--- config.mk ---
export PLATFORM = sky130hd
export DESIGN_NAME = pmp_access_gate
export DESIGN_NICKNAME = d
export VERILOG_FILES = /design/src/rtl/pmp_access_gate.sv
export SDC_FILE = /design/constraint.sdc
export NUM_CORES = 1
export LEC_CHECK = 0
export BUFFER_PORTS_ARGS = -buffer_cell sky130_fd_sc_hd__buf_2
export CORE_UTILIZATION = 35
export CTS_CLUSTER_SIZE = 24
export DETAILED_ROUTE_END_ITERATION = 8
export SYNTH_ARGS = -nofsm -noshare
export SYNTH_HDL_FRONTEND = slang
export SYNTH_SLANG_ARGS = --single-unit
--- constraint.sdc ---
create_clock -name clk -period 2.51 [get_ports clk]
set_clock_uncertainty 0.1 [all_clocks]
set_input_delay 0.251 -clock clk [delete_from_list [all_inputs] [get_ports clk]]
set_output_delay 0.251 -clock clk [all_outputs]
set_load 0.005 [all_outputs]
--- src/rtl/pmp_access_gate.sv ---
// Sequential PMP gate: registers one access, consults the PMP checker, then forwards or faults.
// Optional saturating fault counter enabled by defining PMP_FAULT_CNT_EN.
module pmp_access_gate #(
    parameter int unsigned CNT_W = 16
) (
    input  logic             clk,
    input  logic             rst_n,
    input  logic             req_valid_i,
    output logic             req_ready_o,
    input  logic [31:0]      req_addr_i,
    input  logic [1:0]       req_size_i,
    input  logic [1:0]       req_oper_i,
    input  logic [1:0]       req_priv_i,
    input  logic [31:0]      req_wdata_i,
    output logic [31:0]      chk_addr_o,
    output logic [1:0]       chk_size_o,
    output logic [1:0]       chk_oper_o,
    output logic [1:0]       chk_priv_o,
    input  logic [1:0]       chk_perm_i,
    output logic             mem_valid_o,
    input  logic             mem_ready_i,
    output logic [31:0]      mem_addr_o,
    output logic [1:0]       mem_size_o,
    output logic             mem_we_o,
    output logic [31:0]      mem_wdata_o,
    input  logic             mem_rvalid_i,
    input  logic [31:0]      mem_rdata_i,
    output logic             rsp_valid_o,
    input  logic             rsp_ready_i,
    output logic [31:0]      rsp_rdata_o,
    output logic             rsp_fault_o,
    output logic [3:0]       rsp_cause_o,
    output logic [31:0]      rsp_tval_o,
    output logic [CNT_W-1:0] fault_cnt_o
);

    localparam logic [2:0] StIdle    = 3'd0;
    localparam logic [2:0] StCheck   = 3'd1;
    localparam logic [2:0] StMemReq  = 3'd2;
    localparam logic [2:0] StMemWait = 3'd3;
    localparam logic [2:0] StResp    = 3'd4;

    logic [2:0]  state_q, state_d;
    logic [31:0] addr_q, addr_d;
    logic [1:0]  size_q, size_d;
    logic [1:0]  oper_q, oper_d;
    logic [1:0]  priv_q, priv_d;
    logic [31:0] wdata_q, wdata_d;
    logic [31:0] rdata_q, rdata_d;
    logic        fault_q, fault_d;
    logic [3:0]  cause_q, cause_d;
    logic [31:0] tval_q, tval_d;

    logic [3:0]  chk_cause;
    logic        chk_fault;

    // Illegal size/oper faults by operation; otherwise the checker verdict picks the cause.
    always_comb begin
        chk_cause = 4'd0;
        if (size_q == 2'b11 || oper_q == 2'b11) begin
            case (oper_q)
                2'b10:   chk_cause = 4'd1;
                2'b01:   chk_cause = 4'd7;
                default: chk_cause = 4'd5;
            endcase
        end else begin
            case (chk_perm_i)
                2'b00:   chk_cause = 4'd5;
                2'b01:   chk_cause = 4'd7;
                2'b10:   chk_cause = 4'd1;
                default: chk_cause = 4'd0;
            endcase
        end
    end
    assign chk_fault = (chk_cause != 4'd0);

    always_comb begin
        state_d = state_q;
        addr_d  = addr_q;
        size_d  = size_q;
        oper_d  = oper_q;
        priv_d  = priv_q;
        wdata_d = wdata_q;
        rdata_d = rdata_q;
        fault_d = fault_q;
        cause_d = cause_q;
        tval_d  = tval_q;
        unique case (state_q)
            StIdle: begin
                if (req_valid_i) begin
                    addr_d  = req_addr_i;
                    size_d  = req_size_i;
                    oper_d  = req_oper_i;
                    priv_d  = req_priv_i;
                    wdata_d = req_wdata_i;
                    state_d = StCheck;
                end
            end
            StCheck: begin
                if (chk_fault) begin
                    rdata_d = 32'd0;
                    fault_d = 1'b1;
                    cause_d = chk_cause;
                    tval_d  = addr_q;
                    state_d = StResp;
                end else begin
                    state_d = StMemReq;
                end
            end
            StMemReq: begin
                if (mem_ready_i) state_d = StMemWait;
            end
            StMemWait: begin
                if (mem_rvalid_i) begin
                    rdata_d = (oper_q == 2'b01) ? 32'd0 : mem_rdata_i;
                    fault_d = 1'b0;
                    cause_d = 4'd0;
                    tval_d  = 32'd0;
                    state_d = StResp;
                end
            end
            StResp: begin
                if (rsp_ready_i) state_d = StIdle;
            end
            default: state_d = StIdle;
        endcase
    end

    always_ff @(posedge clk or negedge rst_n) begin
        if (!rst_n) begin
            state_q <= StIdle;
            addr_q  <= 32'd0;
            size_q  <= 2'd0;
            oper_q  <= 2'd0;
            priv_q  <= 2'd0;
            wdata_q <= 32'd0;
            rdata_q <= 32'd0;
            fault_q <= 1'b0;
            cause_q <= 4'd0;
            tval_q  <= 32'd0;
        end else begin
            state_q <= state_d;
            addr_q  <= addr_d;
            size_q  <= size_d;
            oper_q  <= oper_d;
            priv_q  <= priv_d;
            wdata_q <= wdata_d;
            rdata_q <= rdata_d;
            fault_q <= fault_d;
            cause_q <= cause_d;
            tval_q  <= tval_d;
        end
    end

    assign req_ready_o = (state_q == StIdle);
    assign chk_addr_o  = addr_q;
    assign chk_size_o  = size_q;
    assign chk_oper_o  = oper_q;
    assign chk_priv_o  = priv_q;
    assign mem_valid_o = (state_q == StMemReq);
    assign mem_addr_o  = addr_q;
    assign mem_size_o  = size_q;
    assign mem_we_o    = (oper_q == 2'b01);
    assign mem_wdata_o = wdata_q;
    assign rsp_valid_o = (state_q == StResp);
    assign rsp_rdata_o = rdata_q;
    assign rsp_fault_o = fault_q;
    assign rsp_cause_o = cause_q;
    assign rsp_tval_o  = tval_q;

`ifdef PMP_FAULT_CNT_EN
    logic [CNT_W-1:0] cnt_q;

    always_ff @(posedge clk or negedge rst_n) begin
        if (!rst_n) begin
            cnt_q <= '0;
        end else if (state_q == StCheck && chk_fault && cnt_q != {CNT_W{1'b1}}) begin
            cnt_q <= cnt_q + 1'b1;
        end
    end
    assign fault_cnt_o = cnt_q;
`else
    assign fault_cnt_o = '0;
`endif

endmodule
==> metrics.txt <==
outcome complete, no violations; DR WL/cell 15.21 um; Main synth FF type dfrtp_1; Syn-to-layout area delta 48.23%; Critical path buffers and inverters 2; switching share of total power 33.44%; antenna violations before repair 0; leakage power 4.903 nW; Mapped Cells 491; global-route wire length before repair 25.98 mm; die width 134.5 um; area of the multi-input gates 1952 um^2; Clock Latency Late Sink 0.42 ns; Power Internal 7.192 mW; Initial Util 35.66%; clock period minus worst slack 2.118 ns; f_max 0.4722 GHz; power share of the clock group 24.9%; TNS Setup 0 ns; Final Hold Fails 0; CORE AREA 17,240 um^2; synthesis-stage register bit count 141; Antenna Diode Count 0; share of cells above drive strength 1 42.44%; Top Metal Used met4; final WL 16.40 mm; startpoint type of the worst setup path flop; Least-Margin Pin Slew 0.5354 ns; Critical Path AT 1.77 ns; Max-Cap Viols 0; clk buf depth 2; Critical Path Source state_q[1]; # rows 48; cell family with most CP delay buffers and inverters; most frequent cells in the layout buf_2, dfrtp_1, dlygate4sd3_1, nand2_1, mux2i_1; worst-path cell chain nor3_4 > buf_4 > buf_2; Final ANT Viol Nets 0; Die Height 134.5 um; critical path depth in cells 3; period utilisation layout 84.37%; R2R Path Start state_q[1]; Sw Pwr 3.613 mW; DR WL met3 942 um; Worst VDD drop 0.0005666 V; Seq/Total Area, Yosys 57.41%; First-pass DRT Iterations 5; GP Congestion 0.7618; clock sink count 141; Synth async-reset ratio 100.0%; crit path to req_ready_o; register area 3528 um^2; Tot GR Track Use 18.54%; CTS tree yes; Critical Path Max Stage Delay 0.51 ns; commonest non-fill, non-tap cell in the layout buf_2; element type at the critical path end primary output; Via density 4.657; Gate power share 38.6%; full die area 18,090 um^2; Max Slew Vio Count 0; vias 5,020; post-route design area 9110 um^2; Hold Path Class primary input to flop; Reg clk slew, reported paths 0.06 ns; Root Buffer clkbuf_16; Flop pwr share 36.6%; Area after DPL 7447 um^2; EDFF count, synth 0; vias in the first global route 4,979; met2 WL post-DR 8.039 mm; CTS Buf Count 17; HPWL after DPL 10.28 mm; # fillers 1,509; H-tree depth 4; FF-to-FF End mem_wdata_o[21]; critical path's slowest cell dfrtp_1; WL met1 7.113 mm; kind of critical path flop to primary output; port bufs 285; largest net degree at the start of global routing 63; Post-CTS Setup Bufs 0; DR iter-0 viols 158; CP required 2.16 ns; final setup vio count 0; Unique masters post-synth 34; total gr overflow 0; Yosys Warn Count 0; Max FO, Critical Path 33; syn_area_per_cell 12.52 um^2; Post-Syn Area 6146 um^2; FF-to-FF path depth 4; Residual DRC 0; Hold Crit Start mem_rvalid_i; I/O pin count 303; relative slew slack 64.31%; Layout Nets 951; R2R setup slack 0.59 ns; PD cells 1186 nW/um^2; RSZ-0062 raised after global routing no
[metrics by stage]
stage          utilization, %  std cells  hold slack [ns]  worst slack, ns  power, mW
4_1_cts                 52.85       1078          0.02690           0.3422      10.93
6_report                52.85       1078          0.05160           0.3923      10.81
5_1_grt                 52.85       1078          0.06790           0.2835      11.56
2_1_floorplan               -        507          -0.1446           0.8123      6.630
3_5_place_dp            43.21        943           0.1490           0.5846      8.056
3_3_place_gp            43.21        943           0.1541           0.6365      7.989
[cell type report]
cell class | instances | share of cell area (%)
tap | 225 | 3.090
sequential | 141 | 38.73
clock inverter | 11 | 1.813
inverter | 32 | 1.318
timing repair buffer | 400 | 28.61
multi-input combinational | 249 | 21.43
clock buffer | 20 | 5.013
[logic make-up after synthesis]
family                 after synthesis  share of synthesized area [%]
AOI/OAI and AO/OA                   72                          8.937
buffers and inverters              117                          12.11
DFF                                141                          57.41
muxes                               72                          14.33
other                                1                        0.06102
and+or+nand+nor                     88                          7.146
[sequential cells by signal, summed over array words and instances (netlist names)]
register,cells
state_q,3
chk_size_o,2
rsp_rdata_o,32
rsp_cause_o,3
chk_priv_o,2
mem_wdata_o,32
chk_oper_o,2
rsp_tval_o,32
chk_addr_o,32
rsp_fault_o,1
[cells in the mapped netlist (2+ instances only)]
library cell / n / area, um^2
dfrtp_1: 141 / 3528
buf_4: 51 / 382.9
nand2_1: 40 / 150.1
mux2i_1: 34 / 340.3
a32o_1: 33 / 330.3
nand3_1: 33 / 165.2
inv_1: 32 / 120.1
o21ai_1: 32 / 160.2
mux2_4: 30 / 450.4
buf_2: 12 / 60.06
clkbuf_1: 12 / 45.04
mux2_1: 8 / 90.09
buf_12: 4 / 80.08
buf_6: 3 / 33.78
buf_1: 2 / 7.510
nand3b_1: 2 / 15.01
nor2_1: 2 / 7.510
nor2b_1: 2 / 12.51
nor3b_1: 2 / 15.01
o211ai_1: 2 / 15.01
[worst min path at each step]
| stage | end | slack (ns) | cells after the start |
|---|---|---|---|
| after floorplan | chk_addr_o[0] | -0.14 | 0 |
| after global placement | rsp_tval_o[11] | 0.15 | 1 |
| after detailed placement | rsp_tval_o[11] | 0.15 | 1 |
| after CTS | state_q[0] | 0.03 | 3 |
| after global routing | state_q[0] | 0.07 | 3 |
| final | state_q[0] | 0.05 | 3 |
[power by group through the flow]
stage / clock, mW / combinational, mW / sequential, mW
5_1_grt: 2.85 / 4.62 / 4.09
3_5_place_dp: 0 / 4.10 / 3.96
4_1_cts: 2.76 / 4.23 / 3.95
3_3_place_gp: 0 / 4.04 / 3.95
6_report: 2.69 / 4.17 / 3.95
2_1_floorplan: 0 / 2.69 / 3.94
[worst min-delay path, stage by stage]
cell,delay (ns)
buf_2,0.13
o22a_1,0.13
nor2_1,0.03
[what timing repair did]
item | 4_1_cts | 5_1_grt
endpoints found under the hold margin | 157 | 0
hold buffers | 104 | 0
resized for setup | 0 | 0
endpoints found under the setup margin | 0 | 0
[per-layer routing]
metal	vias up	track usage, %
li1	2319	-
met1	2474	23.25
met2	203	30.43
met3	24	5.518
met4	0	6.492
met5	-	0
Note: power is estimated with default switching activity, not from simulation.
